## config.mk

```make
export PLATFORM = sky130hd
export DESIGN_NAME = multicycle_ctrl
export DESIGN_NICKNAME = d
export VERILOG_FILES = /design/src/rtl/multicycle_ctrl.sv
export SDC_FILE = /design/constraint.sdc
export NUM_CORES = 1
export LEC_CHECK = 0
export BUFFER_PORTS_ARGS = -buffer_cell sky130_fd_sc_hd__buf_2
export CELL_PAD_IN_SITES_DETAIL_PLACEMENT = 0
export CELL_PAD_IN_SITES_GLOBAL_PLACEMENT = 1
export CORE_MARGIN = 2
export CORE_UTILIZATION = 25
export CTS_CLUSTER_SIZE = 30
export DETAILED_ROUTE_END_ITERATION = 12
export GPL_ROUTABILITY_DRIVEN = 0
export PLACE_DENSITY_LB_ADDON = 0.1
export SLEW_MARGIN = 20
export SYNTH_ARGS = -nofsm -noshare
export SYNTH_HDL_FRONTEND = slang
export SYNTH_SLANG_ARGS = --single-unit
```

## constraint.sdc

```tcl
create_clock -name clk -period 1.6 [get_ports clk]
set_input_delay 0.32 -clock clk [delete_from_list [all_inputs] [get_ports clk]]
set_output_delay 0.32 -clock clk [all_outputs]
set_load 0.005 [all_outputs]
```

## src/rtl/multicycle_ctrl.sv

```systemverilog
// multicycle_ctrl: Moore control FSM for a five-state (IF/ID/EX/MEM/WB)
// multicycle MIPS-style datapath. Outputs are decoded combinationally from
// the current state and the instruction fields.
// Optional build macro: MEM_WAIT_EN -- IF and MEM stall on MemReady=0.
module multicycle_ctrl (
    input  logic       clk,
    input  logic       reset,
    input  logic [5:0] OpCode,
    input  logic [5:0] Funct,
    input  logic       MemReady,
    output logic       PCWrite,
    output logic       PCWriteCond,
    output logic       IorD,
    output logic       MemRead,
    output logic       MemWrite,
    output logic       IRWrite,
    output logic       RegWrite,
    output logic [1:0] RegDst,
    output logic [1:0] MemtoReg,
    output logic [1:0] ALUSrcA,
    output logic [1:0] ALUSrcB,
    output logic [3:0] ALUOp,
    output logic [1:0] PCSource,
    output logic       ExtOp,
    output logic       LuiOp,
    output logic [2:0] State
);

    localparam int unsigned ST_W  = 3;
    localparam int unsigned OP_W  = 6;
    localparam int unsigned ALU_W = 4;

    localparam logic [ST_W-1:0] S_IF  = ST_W'(0);
    localparam logic [ST_W-1:0] S_ID  = ST_W'(1);
    localparam logic [ST_W-1:0] S_EX  = ST_W'(2);
    localparam logic [ST_W-1:0] S_MEM = ST_W'(3);
    localparam logic [ST_W-1:0] S_WB  = ST_W'(4);

    localparam logic [OP_W-1:0] OP_R     = OP_W'(6'h00);
    localparam logic [OP_W-1:0] OP_J     = OP_W'(6'h02);
    localparam logic [OP_W-1:0] OP_JAL   = OP_W'(6'h03);
    localparam logic [OP_W-1:0] OP_BEQ   = OP_W'(6'h04);
    localparam logic [OP_W-1:0] OP_ADDI  = OP_W'(6'h08);
    localparam logic [OP_W-1:0] OP_ADDIU = OP_W'(6'h09);
    localparam logic [OP_W-1:0] OP_SLTI  = OP_W'(6'h0A);
    localparam logic [OP_W-1:0] OP_SLTIU = OP_W'(6'h0B);
    localparam logic [OP_W-1:0] OP_ANDI  = OP_W'(6'h0C);
    localparam logic [OP_W-1:0] OP_LUI   = OP_W'(6'h0F);
    localparam logic [OP_W-1:0] OP_LW    = OP_W'(6'h23);
    localparam logic [OP_W-1:0] OP_SW    = OP_W'(6'h2B);

    localparam logic [OP_W-1:0] FN_SLL  = OP_W'(6'h00);
    localparam logic [OP_W-1:0] FN_SRL  = OP_W'(6'h02);
    localparam logic [OP_W-1:0] FN_SRA  = OP_W'(6'h03);
    localparam logic [OP_W-1:0] FN_JR   = OP_W'(6'h08);
    localparam logic [OP_W-1:0] FN_JALR = OP_W'(6'h09);

    localparam logic [ALU_W-1:0] ALU_ADD   = ALU_W'(4'b0000);
    localparam logic [ALU_W-1:0] ALU_SUB   = ALU_W'(4'b0001);
    localparam logic [ALU_W-1:0] ALU_RTYPE = ALU_W'(4'b0010);
    localparam logic [ALU_W-1:0] ALU_AND   = ALU_W'(4'b0100);
    localparam logic [ALU_W-1:0] ALU_SLT   = ALU_W'(4'b0101);
    localparam logic [ALU_W-1:0] ALU_ADDU  = ALU_W'(4'b1000);
    localparam logic [ALU_W-1:0] ALU_SLTU  = ALU_W'(4'b1101);

    localparam logic [1:0] SRCA_PC    = 2'b00;
    localparam logic [1:0] SRCA_REG   = 2'b01;
    localparam logic [1:0] SRCA_SHAMT = 2'b10;
    localparam logic [1:0] SRCB_REG   = 2'b00;
    localparam logic [1:0] SRCB_FOUR  = 2'b01;
    localparam logic [1:0] SRCB_IMM   = 2'b10;
    localparam logic [1:0] SRCB_BR    = 2'b11;
    localparam logic [1:0] DST_RT     = 2'b00;
    localparam logic [1:0] DST_RD     = 2'b01;
    localparam logic [1:0] DST_RA     = 2'b10;
    localparam logic [1:0] WB_ALUOUT  = 2'b00;
    localparam logic [1:0] WB_MDR     = 2'b01;
    localparam logic [1:0] WB_PC      = 2'b10;
    localparam logic [1:0] PCS_ALU    = 2'b00;
    localparam logic [1:0] PCS_ALUOUT = 2'b01;
    localparam logic [1:0] PCS_JUMP   = 2'b10;
    localparam logic [1:0] PCS_REGA   = 2'b11;

    logic [ST_W-1:0]  state;
    logic [ST_W-1:0]  next_state;
    logic             mem_ok;
    logic             is_r, is_j, is_jal, is_jr, is_jalr, is_beq;
    logic             is_lw, is_sw, is_andi, is_lui, is_alu_imm, is_shift;
    logic             is_jump, supported;
    logic [ALU_W-1:0] imm_alu_op;

`ifdef MEM_WAIT_EN
    assign mem_ok = MemReady;
`else
    // Every memory access completes in one cycle; the handshake is ignored.
    logic unused_mem_ready;
    assign unused_mem_ready = MemReady;
    assign mem_ok           = 1'b1;
`endif

    assign State = state;

    // Instruction class decode from the (stable) instruction register fields.
    assign is_r       = (OpCode == OP_R);
    assign is_j       = (OpCode == OP_J);
    assign is_jal     = (OpCode == OP_JAL);
    assign is_jr      = is_r && (Funct == FN_JR);
    assign is_jalr    = is_r && (Funct == FN_JALR);
    assign is_beq     = (OpCode == OP_BEQ);
    assign is_lw      = (OpCode == OP_LW);
    assign is_sw      = (OpCode == OP_SW);
    assign is_andi    = (OpCode == OP_ANDI);
    assign is_lui     = (OpCode == OP_LUI);
    assign is_alu_imm = (OpCode == OP_ADDI) || (OpCode == OP_ADDIU) ||
                        (OpCode == OP_SLTI) || (OpCode == OP_SLTIU) ||
                        is_andi || is_lui;
    assign is_shift   = is_r && ((Funct == FN_SLL) || (Funct == FN_SRL) ||
                                 (Funct == FN_SRA));
    assign is_jump    = is_j || is_jal || is_jr || is_jalr;
    assign supported  = is_r || is_j || is_jal || is_beq || is_alu_imm ||
                        is_lw || is_sw;

    // ALU operation for the immediate-ALU group.
    always_comb begin
        imm_alu_op = ALU_ADD;
        case (OpCode)
            OP_ADDIU: imm_alu_op = ALU_ADDU;
            OP_SLTI:  imm_alu_op = ALU_SLT;
            OP_SLTIU: imm_alu_op = ALU_SLTU;
            OP_ANDI:  imm_alu_op = ALU_AND;
            default:  imm_alu_op = ALU_ADD;
        endcase
    end

    // State register; reset aborts any instruction and parks in IF.
    always_ff @(posedge clk or negedge reset) begin
        if (!reset) begin
            state <= S_IF;
        end else begin
            state <= next_state;
        end
    end

    // Next-state logic.
    always_comb begin
        next_state = S_IF;
        case (state)
            S_IF:  next_state = mem_ok ? S_ID : S_IF;
            S_ID:  next_state = (is_jump || !supported) ? S_IF : S_EX;
            S_EX: begin
                if (is_lw || is_sw) begin
                    next_state = S_MEM;
                end else if (is_beq) begin
                    next_state = S_IF;
                end else begin
                    next_state = S_WB;
                end
            end
            S_MEM: begin
                if (!mem_ok) begin
                    next_state = S_MEM;
                end else begin
                    next_state = is_lw ? S_WB : S_IF;
                end
            end
            S_WB:    next_state = S_IF;
            default: next_state = S_IF;
        endcase
    end

    // Moore output decode; write strobes are forced low while in reset.
    always_comb begin
        PCWrite     = 1'b0;
        PCWriteCond = 1'b0;
        IorD        = 1'b0;
        MemRead     = 1'b0;
        MemWrite    = 1'b0;
        IRWrite     = 1'b0;
        RegWrite    = 1'b0;
        RegDst      = DST_RT;
        MemtoReg    = WB_ALUOUT;
        ALUSrcA     = SRCA_PC;
        ALUSrcB     = SRCB_REG;
        ALUOp       = ALU_ADD;
        PCSource    = PCS_ALU;
        ExtOp       = 1'b0;
        LuiOp       = 1'b0;
        case (state)
            S_IF: begin
                MemRead = 1'b1;
                ALUSrcB = SRCB_FOUR;
                PCWrite = mem_ok;
                IRWrite = mem_ok;
            end
            S_ID: begin
                // Branch target is always computed into ALUOut here.
                ALUSrcB = SRCB_BR;
                ExtOp   = 1'b1;
                if (is_j || is_jal) begin
                    PCSource = PCS_JUMP;
                    PCWrite  = 1'b1;
                end
                if (is_jr || is_jalr) begin
                    PCSource = PCS_REGA;
                    PCWrite  = 1'b1;
                end
                if (is_jal) begin
                    RegWrite = 1'b1;
                    RegDst   = DST_RA;
                    MemtoReg = WB_PC;
                end
                if (is_jalr) begin
                    RegWrite = 1'b1;
                    RegDst   = DST_RD;
                    MemtoReg = WB_PC;
                end
            end
            S_EX: begin
                if (is_r) begin
                    ALUSrcA = is_shift ? SRCA_SHAMT : SRCA_REG;
                    ALUSrcB = SRCB_REG;
                    ALUOp   = ALU_RTYPE;
                end else if (is_alu_imm) begin
                    ALUSrcA = SRCA_REG;
                    ALUSrcB = SRCB_IMM;
                    ALUOp   = imm_alu_op;
                    ExtOp   = !is_andi;
                    LuiOp   = is_lui;
                end else if (is_lw || is_sw) begin
                    ALUSrcA = SRCA_REG;
                    ALUSrcB = SRCB_IMM;
                    ALUOp   = ALU_ADD;
                    ExtOp   = 1'b1;
                end else if (is_beq) begin
                    ALUSrcA     = SRCA_REG;
                    ALUSrcB     = SRCB_REG;
                    ALUOp       = ALU_SUB;
                    PCWriteCond = 1'b1;
                    PCSource    = PCS_ALUOUT;
                end
            end
            S_MEM: begin
                IorD     = 1'b1;
                MemRead  = is_lw;
                MemWrite = is_sw && mem_ok;
            end
            S_WB: begin
                RegWrite = 1'b1;
                RegDst   = is_r ? DST_RD : DST_RT;
                MemtoReg = is_lw ? WB_MDR : WB_ALUOUT;
            end
            default: begin
            end
        endcase
        if (!reset) begin
            PCWrite     = 1'b0;
            PCWriteCond = 1'b0;
            IRWrite     = 1'b0;
            RegWrite    = 1'b0;
            MemWrite    = 1'b0;
        end
    end

endmodule

```

==> flow_metrics.py, run 1 <==
metrics = {
    "critical_path": {
        "endpoint_kind": "primary output",
        "critical_path_cell_count": 6,
        "path_delay_family": "simple AND/OR/NAND/NOR gates",
        "critPathKind": "flop to primary output",
        "cp_slowest_cell": "sky130_fd_sc_hd__dfrtp_1",
        "critical_path.max_fanout": 3,
        "crit_chain": "nor2_2 > nand2_2 > nor3_4 > nand2_1 > nor3b_2 > buf_2",
        "timing.critical_path.from": "State[0]",
        "critPathArrivalTime_ps": 1450,
        "required_time_at_the_endpoint_of_the_critical_path_ps": 1280,
        "timing.reg2reg.worst_path_depth": 7,
        "capturing_point_of_the_worst_reg2reg_path": "State[1]",
        "regToRegSetupSlack_ps": -50,
        "critical_path.max_stage_delay_ps": 410,
        "start_kind": "flop",
        "worstSetupEndpoint": "ALUOp[3]",
        "reg2reg_from": "State[2]",
        "critical_path_buf_inv_count": 1,
    },
    "synthesis": {
        "ys_ff_latch": 3,
        "synthFlopType": "sky130_fd_sc_hd__dfrtp_1",
        "synth.avg_cell_area_sq_um": 6.425,
        "synth_cells": 89,
        "synth_enable_flop_cells": 0,
        "share_of_flip_flops_with_an_asynchronous_set_or_reset_pct": 100.0,
        "yosys_warnings": 0,
        "synth_cell_types": 32,
        "synth_fp_nets": 104,
        "synth_seq_area_share_pct": 13.13,
        "syn-cell-area_sq_um": 571.8,
    },
    "detailed_routing": {
        "final_antenna_net_count": 0,
        "wl_per_cell_um": 13.50,
        "detailedRoute.firstPassIterationCount": 4,
        "routed-via-count": 951,
        "finalWirelength_mm": 2.673,
        "drc_errors": 0,
        "drt_iter0_markers": 8,
        "avgViaCountPerCell": 4.803,
    },
    "sta": {
        "fin_skew_ps": 1.737,
        "grt_setup_unrepaired": "true",
        "final_hold_viol_count": 0,
        "share_of_the_clock_period_used_by_the_worst_path_pct": 110.7,
        "setup_tns_ps": -1570,
        "slew_headroom_pct": 81.16,
        "setup_viol_count_final": 19,
        "slew_worst_pin_ps": 279.5,
        "hold_slack_ps": 550.7,
        "final.setup.worst_slack_ps": -171.1,
        "fmax_mhz": 564.6,
        "drv_slew": 0,
        "shortest_period_the_worst_path_allows_ps": 1771,
    },
    "global_routing": {
        "first_global_vias": 843,
        "grt-ovfl-total": 0,
        "grt_antenna_before_repair": 0,
        "wire_length_of_the_first_global_routing_pass_mm": 3.815,
        "grt_max_degree": 10,
        "grt_usage_pct": 18.72,
    },
    "clock_network": {
        "clkSlewWorstSetupHoldPaths_ps": 40,
        "cts_tree": "built",
        "cts_buffer_depth": 2,
        "library_cell_used_as_clock_root_buffer": "sky130_fd_sc_hd__clkbuf_4",
        "cts_sinks": 3,
        "clock_tree.htree_level_count": 1,
        "tritoncts.num_buffers": 3,
        "worst_skew_pair.late_latency_ps": 230,
    },
    "run_status": {
        "failed_checks": "setup timing",
        "outcome": "finished, violations left",
    },
    "min_path": {
        "min-delay-path-class": "input port to asynchronous set/reset pin",
    },
    "placed_design": {
        "post-place-ws_ps": -250.1,
        "io_buffer_count": 39,
        "placed_cells_incl_taps": 177,
        "dp.final_hpwl_mm": 1.741,
    },
    "floorplan": {
        "rows": 17,
        "initial_utilization_pct": 26.10,
        "io_pins": 41,
        "floorplan.die_area_sq_um": 2686,
        "dieWidth_um": 51.83,
        "die_height_um": 51.83,
        "fp.coreArea_sq_um": 2191,
    },
    "pwr": {
        "power.density_nw_per_um2": 707.7,
        "worst_ir_drop_vdd_v": 0.0006605,
        "cellLeakagePower_nw": 0.6825,
    },
    "final_layout": {
        "diodes": 0,
        "number_of_nets_in_the_final_layout": 186,
        "largest_register_ffs": 3,
        "area_delta_synth_final_pct": 157.5,
        "ratio_of_cells_with_drive_above_1_in_the_final_layout_pct": 77.65,
        "finish.cell_count_without_fillers": 198,
    },
    "run": {
        "reported_max_cap_violation_count": 0,
    },
}
[layer usage]
metal,vias to the layer above,global-route usage (%),wire (um)
li1,482,-,-
met1,442,23.55,1007
met2,27,35.23,1555
met3,0,2.011,110
met4,0,1.316,0
met5,-,0,0
[cells in the mapped netlist (2+ instances only)]
cell | n | area share, %
sky130_fd_sc_hd__a21oi_1 | 7 | 6.1
sky130_fd_sc_hd__a31oi_1 | 4 | 4.4
sky130_fd_sc_hd__and3_1 | 2 | 2.2
sky130_fd_sc_hd__nand2_1 | 8 | 5.3
sky130_fd_sc_hd__nor3_1 | 4 | 3.5
sky130_fd_sc_hd__dfrtp_1 | 3 | 13
sky130_fd_sc_hd__nor2b_1 | 5 | 5.5
sky130_fd_sc_hd__nor2_1 | 16 | 11
sky130_fd_sc_hd__and2_1 | 3 | 3.3
sky130_fd_sc_hd__nand3_1 | 6 | 5.3
sky130_fd_sc_hd__o21ai_0 | 3 | 2.6
sky130_fd_sc_hd__inv_1 | 4 | 2.6
sky130_fd_sc_hd__nor3b_1 | 2 | 2.6
sky130_fd_sc_hd__buf_2 | 4 | 3.5
[logic make-up after synthesis]
| logic type | synth area share, % |
|---|---|
| DFF | 13.13 |
| AOI/OAI and AO/OA | 26.04 |
| buffers and inverters | 6.782 |
| and+or+nand+nor | 54.05 |
[how the worst min path moves through the flow]
stage | cells after the start | slack (ps) | startpoint | endpoint
floorplan | 0 | 20 | reset | State[0]
CTS | 2 | 520 | reset | State[2]
global placement | 1 | 150 | reset | State[0]
finish | 2 | 550 | reset | State[2]
global route | 2 | 560 | reset | State[0]
detailed placement | 1 | 150 | reset | State[0]
[worst register-to-register path, stage by stage (launching register included)]
cell                        delay, ps
sky130_fd_sc_hd__dfrtp_1          390
sky130_fd_sc_hd__buf_6            140
sky130_fd_sc_hd__nor2_4           120
sky130_fd_sc_hd__nand2_4           90
sky130_fd_sc_hd__buf_6            120
sky130_fd_sc_hd__or4_4            470
sky130_fd_sc_hd__o41ai_2           60
sky130_fd_sc_hd__o2bb2ai_1        160
[cell usage in the layout (no fill, tap or decap), types with 2 or more instances in the layout]
master	n
sky130_fd_sc_hd__inv_1	3
sky130_fd_sc_hd__buf_2	32
sky130_fd_sc_hd__nor2_4	5
sky130_fd_sc_hd__dfrtp_1	2
sky130_fd_sc_hd__nand3_2	3
sky130_fd_sc_hd__nand2_2	3
sky130_fd_sc_hd__nor3_4	2
sky130_fd_sc_hd__and2_4	2
sky130_fd_sc_hd__nor2_2	6
sky130_fd_sc_hd__o41ai_2	2
sky130_fd_sc_hd__a21oi_2	2
sky130_fd_sc_hd__nor2_1	6
sky130_fd_sc_hd__nand3_4	2
sky130_fd_sc_hd__a21oi_1	5
sky130_fd_sc_hd__nand2_1	4
sky130_fd_sc_hd__clkbuf_4	3
sky130_fd_sc_hd__buf_4	32
sky130_fd_sc_hd__buf_6	15
sky130_fd_sc_hd__a31oi_1	3
sky130_fd_sc_hd__nor2b_4	4
sky130_fd_sc_hd__nand2_4	2
sky130_fd_sc_hd__nor3_1	2
[power breakdown]
group	internal, mW	leakage (nW)	total (mW)	switching [mW]
sequential	0.0957	0.0377	0.122	0.0261
combinational	0.412	0.630	0.786	0.374
clock	0.0936	0.0150	0.134	0.0407
[layout make-up]
type / instances / area [sq um]
inverters: 4 / 15.01
flip-flops and latches: 3 / 76.32
clock buffers: 4 / 26.28
well taps: 28 / 35.03
fillers: 192 / 718.2
repair buffers: 82 / 614.3
multi-input cells: 77 / 705.7
[per-stage QoR]
step           utilization [%]  power [mW]  cell area (sq um)
2_1_floorplan                -      0.3588              576.8
3_3_place_gp             44.66      0.5701              978.4
3_5_place_dp             44.66      0.5754              978.4
4_1_cts                  58.65      0.8743               1285
5_1_grt                  67.22       1.110               1473
6_report                 67.22       1.042               1473
[timing repair]
item | 4_1_cts | 5_1_grt
hold buffers | 1 | 0
gates cloned | 0 | 1
pin swaps | 23 | 18
endpoints found under the hold margin | 3 | 0
endpoints found under the setup margin | 22 | 22
resized for setup | 45 | 39
buffers inserted | 15 | 3
Power figures use the tool's default switching activity.
==> run 2: changes to the inputs <==
--- a/config.mk
+++ b/config.mk
@@ -14,6 +14,7 @@
 export DETAILED_ROUTE_END_ITERATION = 12
 export GPL_ROUTABILITY_DRIVEN = 0
 export PLACE_DENSITY_LB_ADDON = 0.1
+export SKIP_LAST_GASP = 1
 export SLEW_MARGIN = 20
 export SYNTH_ARGS = -nofsm -noshare
 export SYNTH_HDL_FRONTEND = slang
==> flow_metrics.py, run 2 (synthesized netlist as in run 1, its figures left out) <==
metrics = {
    "run_status": {
        "outcome": "finished, violations left",
        "failed_checks": "setup timing",
    },
    "final_layout": {
        "ratio_of_cells_with_drive_above_1_in_the_final_layout_pct": 76.47,
        "finish.cell_count_without_fillers": 198,
        "filler_cell_count": 193,
        "final_area_sq_um": 1465,
        "post-route-util_pct": 66.88,
        "final_cell_mix": "sky130_fd_sc_hd__buf_2 (32), sky130_fd_sc_hd__buf_4 (32), sky130_fd_sc_hd__buf_6 (15), sky130_fd_sc_hd__nor2_1 (7)",
        "number_of_nets_in_the_final_layout": 186,
        "diodes": 0,
        "largest_register_ffs": 3,
        "area_delta_synth_final_pct": 156.2,
    },
    "clock_network": {
        "tritoncts.num_buffers": 3,
        "cts_sinks": 3,
        "clkSlewWorstSetupHoldPaths_ps": 40,
        "cts_buffer_depth": 2,
        "clock_tree.htree_level_count": 1,
        "cts_tree": "built",
        "worst_skew_pair.late_latency_ps": 230,
        "library_cell_used_as_clock_root_buffer": "sky130_fd_sc_hd__clkbuf_4",
    },
    "critical_path": {
        "crit_chain": "nor2_2 > nand2_2 > nor3_4 > nand2_1 > nor3b_2 > buf_2",
        "cp_slowest_cell": "sky130_fd_sc_hd__dfrtp_1",
        "required_time_at_the_endpoint_of_the_critical_path_ps": 1280,
        "critical_path.max_stage_delay_ps": 410,
        "critical_path_buf_inv_count": 1,
        "endpoint_kind": "primary output",
        "critPathArrivalTime_ps": 1450,
        "critPathKind": "flop to primary output",
        "start_kind": "flop",
        "path_delay_family": "simple AND/OR/NAND/NOR gates",
        "critical_path.max_fanout": 3,
    },
    "run": {
        "reported_max_cap_violation_count": 0,
    },
    "sta": {
        "setup_viol_count_final": 19,
        "shortest_period_the_worst_path_allows_ps": 1774,
        "grt_setup_unrepaired": "true",
        "hold_slack_ps": 541.8,
        "slew_worst_pin_ps": 279.5,
        "fin_skew_ps": 1.213,
        "fmax_mhz": 563.8,
        "share_of_the_clock_period_used_by_the_worst_path_pct": 110.9,
        "slew_headroom_pct": 81.16,
        "drv_slew": 0,
        "final.setup.worst_slack_ps": -173.8,
        "final_hold_viol_count": 0,
        "setup_tns_ps": -1590,
    },
    "pwr": {
        "cellLeakagePower_nw": 0.6818,
        "power.density_nw_per_um2": 711.4,
        "worst_ir_drop_vdd_v": 0.0006651,
        "design_power_total_mw": 1.042,
    },
    "detailed_routing": {
        "wl_per_cell_um": 13.93,
        "detailedRoute.firstPassIterationCount": 4,
        "drt_iter0_markers": 6,
        "final_antenna_net_count": 0,
        "finalWirelength_mm": 2.759,
        "avgViaCountPerCell": 4.924,
        "drc_errors": 0,
        "routed-via-count": 975,
    },
    "floorplan": {
        "rows": 17,
        "floorplan.die_area_sq_um": 2686,
        "die_height_um": 51.83,
        "dieWidth_um": 51.83,
        "io_pins": 41,
        "initial_utilization_pct": 26.10,
        "fp.coreArea_sq_um": 2191,
    },
    "global_routing": {
        "first_global_vias": 851,
        "grt-ovfl-total": 0,
        "grt_usage_pct": 18.90,
        "grt_antenna_before_repair": 0,
        "wire_length_of_the_first_global_routing_pass_mm": 3.850,
        "grt_max_degree": 10,
    },
    "placed_design": {
        "io_buffer_count": 39,
        "post-place-ws_ps": -250.1,
        "dp.final_hpwl_mm": 1.741,
        "post_dp_cell_area_sq_um": 978.4,
        "placed_cells_incl_taps": 177,
    },
    "min_path": {
        "min-delay-path-class": "input port to asynchronous set/reset pin",
    },
}
==> run 2: changes by cell type in the layout (fill, tap and decap cells not counted) <==
| cell | before | now |
|---|---|---|
| sky130_fd_sc_hd__nand3_1 | 1 | 2 |
| sky130_fd_sc_hd__nor2_1 | 6 | 7 |
| sky130_fd_sc_hd__nor2_2 | 6 | 5 |
| sky130_fd_sc_hd__nand3_2 | 3 | 2 |
==> run 2: where the power goes <==
part | leakage [nW] | switching [mW] | internal [mW]
sequential | 0.0377 | 0.0257 | 0.0957
clock | 0.0150 | 0.0402 | 0.0935
combinational | 0.629 | 0.373 | 0.415
==> run 2: worst paths after layout <==
path | from | end | depth (start not counted) | slack (ps)
worst max register to register | State[2] | State[1] | 7 | -40
worst min-delay path | reset | State[2] | 2 | 540
min in group clk | OpCode[4] | State[1] | 4 | 590
worst min register to register | State[2] | State[0] | 2 | 610
max in group asynchronous | reset | State[1] | 2 | 900
worst max-delay path | State[0] | ALUOp[3] | 6 | -170
==> run 2: worst register-to-register path, cell delays in order (launching register included) <==
cell and delay [ps]:
sky130_fd_sc_hd__dfrtp_1 390, sky130_fd_sc_hd__buf_6 140, sky130_fd_sc_hd__nor2_4 120, sky130_fd_sc_hd__nand2_4 90, sky130_fd_sc_hd__buf_6 120, sky130_fd_sc_hd__or4_4 470
sky130_fd_sc_hd__o41ai_2 70, sky130_fd_sc_hd__o2bb2ai_1 160
==> run 2: layout make-up <==
| class | instances | area (sq um) | area share, % |
|---|---|---|---|
| flip-flops and latches | 3 | 76.32 | 5.209 |
| clock buffers | 4 | 26.28 | 1.793 |
| repair buffers | 82 | 614.3 | 41.93 |
| inverters | 4 | 15.01 | 1.025 |
| multi-input cells | 77 | 698.2 | 47.65 |
| well taps | 28 | 35.03 | 2.391 |
==> run 2: metal layers <==
layer  vias up  routed length, um  GRT usage, %
met5         -                  0             0
met4         0                 34         1.316
met3         2                112         2.299
met2        31               1603         35.65
met1       462               1009         23.55
li1        480                  -             -
==> run 2: what timing repair did <==
| item | 4_1_cts | 5_1_grt |
|---|---|---|
| pin swaps | 23 | 17 |
| setup buffers | 15 | 3 |
| gates resized for setup | 42 | 40 |
| endpoints found under the hold margin | 3 | 0 |
| gates cloned | 0 | 1 |
| hold buffers | 1 | 0 |
| endpoints found under the setup margin | 22 | 22 |
